[config.mk]
export PLATFORM = sky130hd
export DESIGN_NAME = multi_ch_meas_cnt
export DESIGN_NICKNAME = d
export VERILOG_FILES = /design/src/rtl/meas_pkg.sv /design/src/rtl/edge_sync_det.sv /design/src/rtl/multi_ch_meas_cnt.sv
export SDC_FILE = /design/constraint.sdc
export NUM_CORES = 1
export LEC_CHECK = 0
export CAP_MARGIN = 25
export CORE_MARGIN = 4
export CORE_UTILIZATION = 51
export DETAILED_ROUTE_END_ITERATION = 8
export GPL_ROUTABILITY_DRIVEN = 1
export GPL_TIMING_DRIVEN = 0
export HOLD_SLACK_MARGIN = 0.02
export PLACE_DENSITY_LB_ADDON = 0.1
export SYNTH_ARGS = -nofsm -noshare
export SYNTH_HDL_FRONTEND = slang
export SYNTH_SLANG_ARGS = --single-unit
[constraint.sdc]
create_clock -name clk -period 6.9 [get_ports clk]
set_input_delay 2.07 -clock clk [delete_from_list [all_inputs] [get_ports clk]]
set_output_delay 2.07 -clock clk [all_outputs]
set_load 0.1 [all_outputs]
[src/rtl/meas_pkg.sv]
// Shared definitions for the multi-channel measurement counter.
//   - meas_state_t : measurement FSM state encoding
//   - EM_*         : edge_mode encodings for the ch1..NCH-1 edge counters
//   - sat_inc()    : saturating-increment step (increment enable + overflow flag)
package meas_pkg;

    typedef enum logic [2:0] {
        ST_IDLE,
        ST_ARMED,
        ST_COUNT,
        ST_DRAIN,
        ST_HOLD
    } meas_state_t;

    localparam logic [1:0] EM_RISE = 2'b00;
    localparam logic [1:0] EM_FALL = 2'b01;
    localparam logic [1:0] EM_BOTH = 2'b10;

    typedef struct packed {
        logic inc;  // counter may advance by one
        logic ovf;  // event arrived while the counter was already all-ones
    } sat_step_t;

    // Width-independent: the caller supplies the all-ones test of its counter.
    function automatic sat_step_t sat_inc(input logic i_event, input logic i_at_max);
        sat_step_t s;
        s.inc = i_event & ~i_at_max;
        s.ovf = i_event &  i_at_max;
        return s;
    endfunction

endpackage

[src/rtl/edge_sync_det.sv]
// Input synchroniser and edge detector for one asynchronous channel.
// Ports:
//   i_clk, i_rst : system clock, synchronous active-high reset
//   i_sig        : asynchronous input pin
//   o_lvl        : synchronised level, time-aligned with o_rise/o_fall
//   o_rise       : one-cycle pulse, SYNC_STAGES+1 cycles after a rising pin transition
//   o_fall       : one-cycle pulse, SYNC_STAGES+1 cycles after a falling pin transition
module edge_sync_det #(
    parameter int unsigned SYNC_STAGES = 2
) (
    input  logic i_clk,
    input  logic i_rst,
    input  logic i_sig,
    output logic o_lvl,
    output logic o_rise,
    output logic o_fall
);

    logic [SYNC_STAGES-1:0] r_sync;
    logic                   r_lvl;
    logic                   r_rise;
    logic                   r_fall;
    logic                   w_sync_out;

    assign w_sync_out = r_sync[SYNC_STAGES-1];

    // Pulses are registered alongside r_lvl so the level seen with a
    // pulse is already the post-edge level.
    always_ff @(posedge i_clk) begin
        if (i_rst) begin
            r_sync <= '0;
            r_lvl  <= 1'b0;
            r_rise <= 1'b0;
            r_fall <= 1'b0;
        end else begin
            r_sync <= {r_sync[SYNC_STAGES-2:0], i_sig};
            r_lvl  <= w_sync_out;
            r_rise <= w_sync_out & ~r_lvl;
            r_fall <= ~w_sync_out & r_lvl;
        end
    end

    assign o_lvl  = r_lvl;
    assign o_rise = r_rise;
    assign o_fall = r_fall;

endmodule

[src/rtl/multi_ch_meas_cnt.sv]
// Gate-aligned multi-channel measurement counter (equal-precision method).
// The window opens and closes on synchronised ch0 rising edges; reference
// clocks, per-channel edges, ch0-vs-chk lead/lag events and XOR cycles are
// counted with saturation and handed over as an atomic snapshot (valid/ack).
// Optional build macro: MEAS_TIMEOUT_EN (ARMED/DRAIN timeout forcing a snapshot).
// Ports:
//   clk, rst    : system clock, synchronous active-high reset
//   gate_en     : measurement window request (level)
//   clr         : synchronous abort of a running measurement
//   edge_mode   : edge select for ch1..NCH-1 edge counters
//   sig_in      : asynchronous signals under test, ch0 is the reference
//   snap_ack    : readout consumed the snapshot
//   snap_valid  : snapshot holds a completed measurement
//   ref_cnt, edge_cnt, lead_cnt, lag_cnt, xor_cnt : snapshot fields
//   snap_ovf    : a counter saturated in the snapshotted window
//   timeout     : snapshot was forced by timeout
module multi_ch_meas_cnt
    import meas_pkg::*;
#(
    parameter int unsigned NCH         = 2,
    parameter int unsigned CW          = 32,
    parameter int unsigned SYNC_STAGES = 2,
    parameter int unsigned TO_CYC      = 1000000
) (
    input  logic                  clk,
    input  logic                  rst,
    input  logic                  gate_en,
    input  logic                  clr,
    input  logic [1:0]            edge_mode,
    input  logic [NCH-1:0]        sig_in,
    input  logic                  snap_ack,
    output logic                  snap_valid,
    output logic [CW-1:0]         ref_cnt,
    output logic [NCH*CW-1:0]     edge_cnt,
    output logic [(NCH-1)*CW-1:0] lead_cnt,
    output logic [(NCH-1)*CW-1:0] lag_cnt,
    output logic [(NCH-1)*CW-1:0] xor_cnt,
    output logic                  snap_ovf,
    output logic                  timeout
);

    // All counters live in one array: ref, edge[NCH], lead[NCH-1], lag[NCH-1], xor[NCH-1].
    localparam int unsigned IDX_REF  = 0;
    localparam int unsigned IDX_EDGE = 1;
    localparam int unsigned IDX_LEAD = IDX_EDGE + NCH;
    localparam int unsigned IDX_LAG  = IDX_LEAD + NCH - 1;
    localparam int unsigned IDX_XOR  = IDX_LAG + NCH - 1;
    localparam int unsigned NCNT     = IDX_XOR + NCH - 1;

    logic [NCH-1:0] w_lvl;
    logic [NCH-1:0] w_rise;
    logic [NCH-1:0] w_fall;
    logic [NCH-1:0] w_sel;

    meas_state_t r_state;
    meas_state_t w_state_nxt;

    logic w_take;   // copy live counters to the snapshot this cycle
    logic w_zero;   // clear live counters and sticky overflow
    logic w_win;    // ref/xor window: start-edge cycle counted, end-edge cycle not
    logic w_act;    // COUNT or DRAIN
    logic w_to_hit;

    logic [CW-1:0] r_live     [NCNT];
    logic [CW-1:0] w_live_nxt [NCNT];
    logic [CW-1:0] r_snap     [NCNT];
    sat_step_t     w_step     [NCNT];
    logic [NCNT-1:0] w_ev;
    logic            r_ovf;
    logic            w_ovf_nxt;
    logic            r_snap_ovf;
    logic            r_snap_valid;

    for (genvar c = 0; c < NCH; c++) begin : g_ch
        edge_sync_det #(
            .SYNC_STAGES(SYNC_STAGES)
        ) u_sync (
            .i_clk (clk),
            .i_rst (rst),
            .i_sig (sig_in[c]),
            .o_lvl (w_lvl[c]),
            .o_rise(w_rise[c]),
            .o_fall(w_fall[c])
        );
    end

    // ch0 always counts rising edges; other channels follow edge_mode.
    always_comb begin
        w_sel = '0;
        for (int unsigned i = 0; i < NCH; i++) begin
            if (i == 0) begin
                w_sel[i] = w_rise[i];
            end else begin
                case (edge_mode)
                    EM_RISE: w_sel[i] = w_rise[i];
                    EM_FALL: w_sel[i] = w_fall[i];
                    EM_BOTH: w_sel[i] = w_rise[i] | w_fall[i];
                    default: w_sel[i] = w_rise[i];
                endcase
            end
        end
    end

`ifdef MEAS_TIMEOUT_EN
    localparam int unsigned TOW = $clog2(TO_CYC) + 1;

    logic [TOW-1:0] r_to_cnt;
    logic           r_timeout;
    logic           w_take_to;

    always_ff @(posedge clk) begin
        if (rst || (w_state_nxt != r_state)) begin
            r_to_cnt <= '0;
        end else if ((r_state == ST_ARMED) || (r_state == ST_DRAIN)) begin
            r_to_cnt <= r_to_cnt + TOW'(1);
        end
    end

    assign w_to_hit = (r_to_cnt == TOW'(TO_CYC - 1));
    // Any take other than the DRAIN end edge comes from the timeout.
    assign w_take_to = w_take & ~((r_state == ST_DRAIN) & w_rise[0]);

    always_ff @(posedge clk) begin
        if (rst) begin
            r_timeout <= 1'b0;
        end else if (w_take) begin
            r_timeout <= w_take_to;
        end
    end

    assign timeout = r_timeout;
`else
    assign w_to_hit = 1'b0;
    assign timeout  = 1'b0;
`endif

    always_comb begin
        w_state_nxt = r_state;
        w_take      = 1'b0;
        w_zero      = 1'b0;
        w_win       = 1'b0;
        w_act       = 1'b0;
        case (r_state)
            ST_IDLE: begin
                if (clr) begin
                    w_zero = 1'b1;
                end else if (gate_en) begin
                    w_state_nxt = ST_ARMED;
                    w_zero      = 1'b1;
                end
            end
            ST_ARMED: begin
                if (clr) begin
                    w_state_nxt = ST_IDLE;
                    w_zero      = 1'b1;
                end else if (!gate_en) begin
                    w_state_nxt = ST_IDLE;
                end else if (w_rise[0]) begin
                    w_state_nxt = ST_COUNT;
                    w_win       = 1'b1;
                end else if (w_to_hit) begin
                    w_state_nxt = ST_HOLD;
                    w_take      = 1'b1;
                end
            end
            ST_COUNT: begin
                w_act = 1'b1;
                w_win = 1'b1;
                if (clr) begin
                    w_state_nxt = ST_IDLE;
                    w_zero      = 1'b1;
                end else if (!gate_en) begin
                    w_state_nxt = ST_DRAIN;
                end
            end
            ST_DRAIN: begin
                w_act = 1'b1;
                w_win = ~w_rise[0];
                if (clr) begin
                    w_state_nxt = ST_IDLE;
                    w_zero      = 1'b1;
                end else if (w_rise[0] || w_to_hit) begin
                    w_state_nxt = ST_HOLD;
                    w_take      = 1'b1;
                end
            end
            ST_HOLD: begin
                if (snap_ack && r_snap_valid) begin
                    w_state_nxt = ST_IDLE;
                end
            end
            default: w_state_nxt = ST_IDLE;
        endcase
    end

    always_comb begin
        w_ev = '0;
        w_ev[IDX_REF] = w_win;
        for (int unsigned i = 0; i < NCH; i++) begin
            w_ev[IDX_EDGE + i] = w_act & w_sel[i];
        end
        for (int unsigned k = 1; k < NCH; k++) begin
            w_ev[IDX_LEAD + k - 1] = w_act & w_rise[0] & w_lvl[k];
            w_ev[IDX_LAG  + k - 1] = w_act & w_rise[k] & w_lvl[0];
            w_ev[IDX_XOR  + k - 1] = w_win & (w_lvl[0] ^ w_lvl[k]);
        end
    end

    always_comb begin
        w_ovf_nxt = r_ovf;
        for (int unsigned i = 0; i < NCNT; i++) begin
            w_step[i]     = sat_inc(w_ev[i], &r_live[i]);
            w_live_nxt[i] = r_live[i] + CW'(w_step[i].inc);
            w_ovf_nxt     = w_ovf_nxt | w_step[i].ovf;
        end
    end

    always_ff @(posedge clk) begin
        if (rst) begin
            r_state <= ST_IDLE;
            r_ovf   <= 1'b0;
            for (int unsigned i = 0; i < NCNT; i++) begin
                r_live[i] <= '0;
            end
        end else begin
            r_state <= w_state_nxt;
            if (w_zero) begin
                r_ovf <= 1'b0;
                for (int unsigned i = 0; i < NCNT; i++) begin
                    r_live[i] <= '0;
                end
            end else begin
                r_ovf <= w_ovf_nxt;
                for (int unsigned i = 0; i < NCNT; i++) begin
                    r_live[i] <= w_live_nxt[i];
                end
            end
        end
    end

    // Snapshot captures the post-update values so the closing edge is included.
    always_ff @(posedge clk) begin
        if (rst) begin
            r_snap_valid <= 1'b0;
            r_snap_ovf   <= 1'b0;
            for (int unsigned i = 0; i < NCNT; i++) begin
                r_snap[i] <= '0;
            end
        end else if (w_take) begin
            r_snap_valid <= 1'b1;
            r_snap_ovf   <= w_ovf_nxt;
            for (int unsigned i = 0; i < NCNT; i++) begin
                r_snap[i] <= w_live_nxt[i];
            end
        end else if ((r_state == ST_HOLD) && snap_ack && r_snap_valid) begin
            r_snap_valid <= 1'b0;
        end
    end

    assign snap_valid = r_snap_valid;
    assign snap_ovf   = r_snap_ovf;
    assign ref_cnt    = r_snap[IDX_REF];

    for (genvar c = 0; c < NCH; c++) begin : g_edge_out
        assign edge_cnt[c*CW +: CW] = r_snap[IDX_EDGE + c];
    end

    for (genvar k = 1; k < NCH; k++) begin : g_pair_out
        assign lead_cnt[(k-1)*CW +: CW] = r_snap[IDX_LEAD + k - 1];
        assign lag_cnt [(k-1)*CW +: CW] = r_snap[IDX_LAG  + k - 1];
        assign xor_cnt [(k-1)*CW +: CW] = r_snap[IDX_XOR  + k - 1];
    end

endmodule
==> out/summary.txt <==
outcome - completed
Comb pwr share - 0.094
post-route cell area - 0.0224 mm^2
port bufs - 202
Vias/cell - 4.95
Clock Power Share - 0.416
first-pass GRT wire length - 59.9 mm
worst rel slew slack - 0.282
Net Sw Frac - 0.244
overall power - 5.74 mW
Final Worst Setup Slack - 1430 ps
Slowest Stage Delay on Critical Path - 540 ps
WP depth - 12
leakage power - 8.02 nW
Hold Violations, Final - 0
flops & latches, synth - 399
Area Growth Syn to Fin - 27.4%
Ports - 204
Max VDD drop - 0.000228 V
P_int - 4.34 mW
Die H - 194 um
cts bufs inserted - 43
clk sinks - 399
Max Buffers Root-to-Sink - 3
Max Cap Violations - 0
reg2reg setup slack - 2980 ps
CP cell instances - clkdlybuf4s50_1 > or3b_2 > o32ai_1 > a21boi_0 > ha_1 > ha_1 > clkbuf_1 > nand2_1 > or4_4 > nor2_1 > xnor2_1 > nor2_1
Fin Clk Skew - 13.8 ps
CP max-delay cell - clkdlybuf4s50_1
routed via count - 11,700
CP Data Required Time - 7160 ps
die area - 0.0375 mm^2
CTS resizes - 0
Yosys warnings - 0
die width - 194 um
Crit path arrival time - 5740 ps
placed instance area - 0.0209 mm^2
starting density of the core - 0.520
share of layout cells above drive strength 1 - 0.0511
WL final - 36.9 mm
global route total overflow - 0
Final Max Tran Viols - 0
row count - 67
sequential fraction of the synthesis area - 0.673
Tmin final - 5470 ps
Post-Synthesis Cells - 1,445
Setup TNS - 0 ps
Final #Nets - 1,908
clock-pin slew of the registers on the worst-case setup and hold paths - 60 ps
vias in the first global route - 11,900
PD cells - 256 mW/mm^2
TritonCTS clock tree - built
RSZ-0062 raised after global routing - false
worst hold path type - flip-flop to flip-flop
H-tree levels - 2
largest net degree at the start of global routing - 103
Max Clk Rate - 183 MHz
Iter 0 DRT Violations - 690
Critical path buffers and inverters - 2
GPL Wtd Cong - 0.837
core area - 0.0338 mm^2
post-synth cell types - 51
period utilization - 0.793
initial antenna violation count - 4
Seq pwr share - 0.491
Avg Inst Size Synth - 12.2 um^2
Post-route DRC - 0
dpl hpwl - 26.5 mm
Slew @ Worst Pin - 1070 ps
Worst Setup Path Type - input port to flip-flop
Post-Syn Area - 0.0176 mm^2
post-placement setup slack - 910 ps
post-route ant nets - 0
Post-CTS Setup Bufs - 0
drt wl/cell - 15.6 um
crit end category - flip-flop
Psw - 1.40 mW
CTS Hold Bufs - 0
critical path's top delay family - simple AND/OR/NAND/NOR gates
final setup fails - 0
clk_lat worst skew - 530 ps
R2R depth - 12
hold depth - 1
Overall Global Routing Usage - 0.194
CP Launch Type - input port
Critical Path Fanout Max - 7
drt first pass iters - 5
Root Buffer - clkbuf_16
## cells in the final DEF (no fill, tap or decap), types with 3 or more instances in the layout
cell,Yosys,layout
nor3_2,3,3
and4_1,17,17
clkinv_2,0,12
clkinv_1,0,10
o21ai_0,4,4
a21oi_1,5,5
and2_1,33,33
nor4_1,3,3
dfxtp_1,15,15
and3_1,28,28
clkbuf_16,0,45
edfxtp_1,384,384
clkbuf_1,35,37
ha_1,15,15
buf_2,9,9
conb_1,2,193
nor2_1,420,420
nand2_1,78,78
nor3b_1,3,3
buf_1,5,5
nand4_1,41,41
nand3_1,83,83
or2_2,3,3
bufinv_16,0,8
nand2b_1,5,5
nor2b_1,12,12
xor2_1,119,119
clkdlybuf4s50_1,0,202
inv_1,14,13
nor3_1,15,15
xnor2_1,63,63
## synth_stat cells (all sizes together)
| cell type | instances | area share |
|---|---|---|
| nor2b | 13 | 0.0048 |
| nor3b | 3 | 0.0013 |
| nand2 | 78 | 0.017 |
| or3 | 2 | 0.00071 |
| conb | 2 | 0.00043 |
| nand4 | 42 | 0.015 |
| a41o | 1 | 0.00057 |
| nand4b | 3 | 0.0023 |
| o32ai | 1 | 0.00050 |
| clkbuf | 35 | 0.0075 |
| xnor2 | 63 | 0.031 |
| a21boi | 1 | 0.00043 |
| and2 | 33 | 0.012 |
| or2 | 3 | 0.0011 |
| nand2b | 5 | 0.0018 |
| nor3 | 20 | 0.0078 |
| and4 | 17 | 0.0085 |
| nand3b | 2 | 0.00085 |
| nor4 | 4 | 0.0023 |
| edfxtp | 384 | 0.66 |
| a2111oi | 1 | 0.00050 |
| a31oi | 2 | 0.00071 |
| nor4b | 2 | 0.0019 |
| buf | 15 | 0.0041 |
| a21oi | 5 | 0.0014 |
| inv | 14 | 0.0030 |
| or3b | 1 | 0.00050 |
| xor2 | 119 | 0.059 |
| a221oi | 1 | 0.00050 |
| o22ai | 1 | 0.00036 |
| o21ai | 4 | 0.0011 |
| or4b | 1 | 0.00078 |
| nor2 | 421 | 0.090 |
| and3 | 28 | 0.010 |
| nand3 | 84 | 0.024 |
| a311oi | 1 | 0.00050 |
| a21bo | 1 | 0.00057 |
| ha | 15 | 0.011 |
| dfxtp | 15 | 0.017 |
| or4 | 2 | 0.0013 |
## metrics by stage
stage | instances | util | hold WS (ps)
after floorplan | 1636 | - | 388
after global placement | 2286 | 0.618 | 406
after detailed placement | 2287 | 0.619 | 421
after CTS | 2365 | 0.663 | 435
after global routing | 2365 | 0.663 | 458
final | 2366 | 0.663 | 434
## worst reg2reg max path, delay by kind of cell (launching register included)
family / cells / cell delay (ps)
simple gates: 5 / 1440
compound gates: 2 / 840
buf+inv: 2 / 480
fa+ha+maj: 2 / 420
flops: 1 / 290
xor+xnor: 1 / 190
## final cells by class
cell class | instances | area (um^2)
antenna | 1 | 2.50
buffer | 50 | 203
clock buffer | 47 | 1130
clock inverter | 31 | 345
fill | 2604 | 11400
inverter | 14 | 60.1
multi-input combinational | 1173 | 6210
sequential | 399 | 11800
tap | 448 | 561
timing repair buffer | 203 | 2050
## power by group through the flow
| stage | registers [mW] | clock network, mW | logic [mW] |
|---|---|---|---|
| after floorplan | 3.16 | 0 | 0.121 |
| after global placement | 2.88 | 0 | 0.531 |
| after detailed placement | 2.87 | 0 | 0.537 |
| after CTS | 2.82 | 2.44 | 0.539 |
| after global routing | 2.83 | 2.55 | 0.567 |
| final | 2.82 | 2.39 | 0.539 |
## kinds of logic after synthesis
logic type / share of synthesized area
other: 0.000427
DFF: 0.673
and+or+nand+nor: 0.204
buffers and inverters: 0.0145
adders and majority gates: 0.0107
xor gates and xnor gates: 0.0907
AOI/OAI and AO/OA: 0.00719
## layer usage
metal / track usage / up-vias / routed length (um)
li1: - / 5756 / -
met1: 0.256 / 5601 / 16000
met2: 0.327 / 274 / 17700
met3: 0.0460 / 72 / 2250
met4: 0.0535 / 6 / 887
met5: 0 / - / 33
## final timing paths
kind / to / from
setup reg to reg: r_snap[0][30] / r_state[2]
hold reg to reg: g_ch[0].u_sync.r_sync[1] / g_ch[0].u_sync.r_sync[0]
setup / recovery: r_snap[0][30] / gate_en
hold / removal: g_ch[0].u_sync.r_sync[1] / g_ch[0].u_sync.r_sync[0]
## flip-flops by register name, summed over array words and instances (netlist names)
signal,flops
r_live,192
r_snap,192
g_ch.u_sync.r_sync,4
r_state,3
g_ch.u_sync.o_lvl,2
g_ch.u_sync.o_rise,2
g_ch.u_sync.o_fall,1
r_ovf,1
snap_ovf,1
snap_valid,1
(Power assumes the default switching activity.)
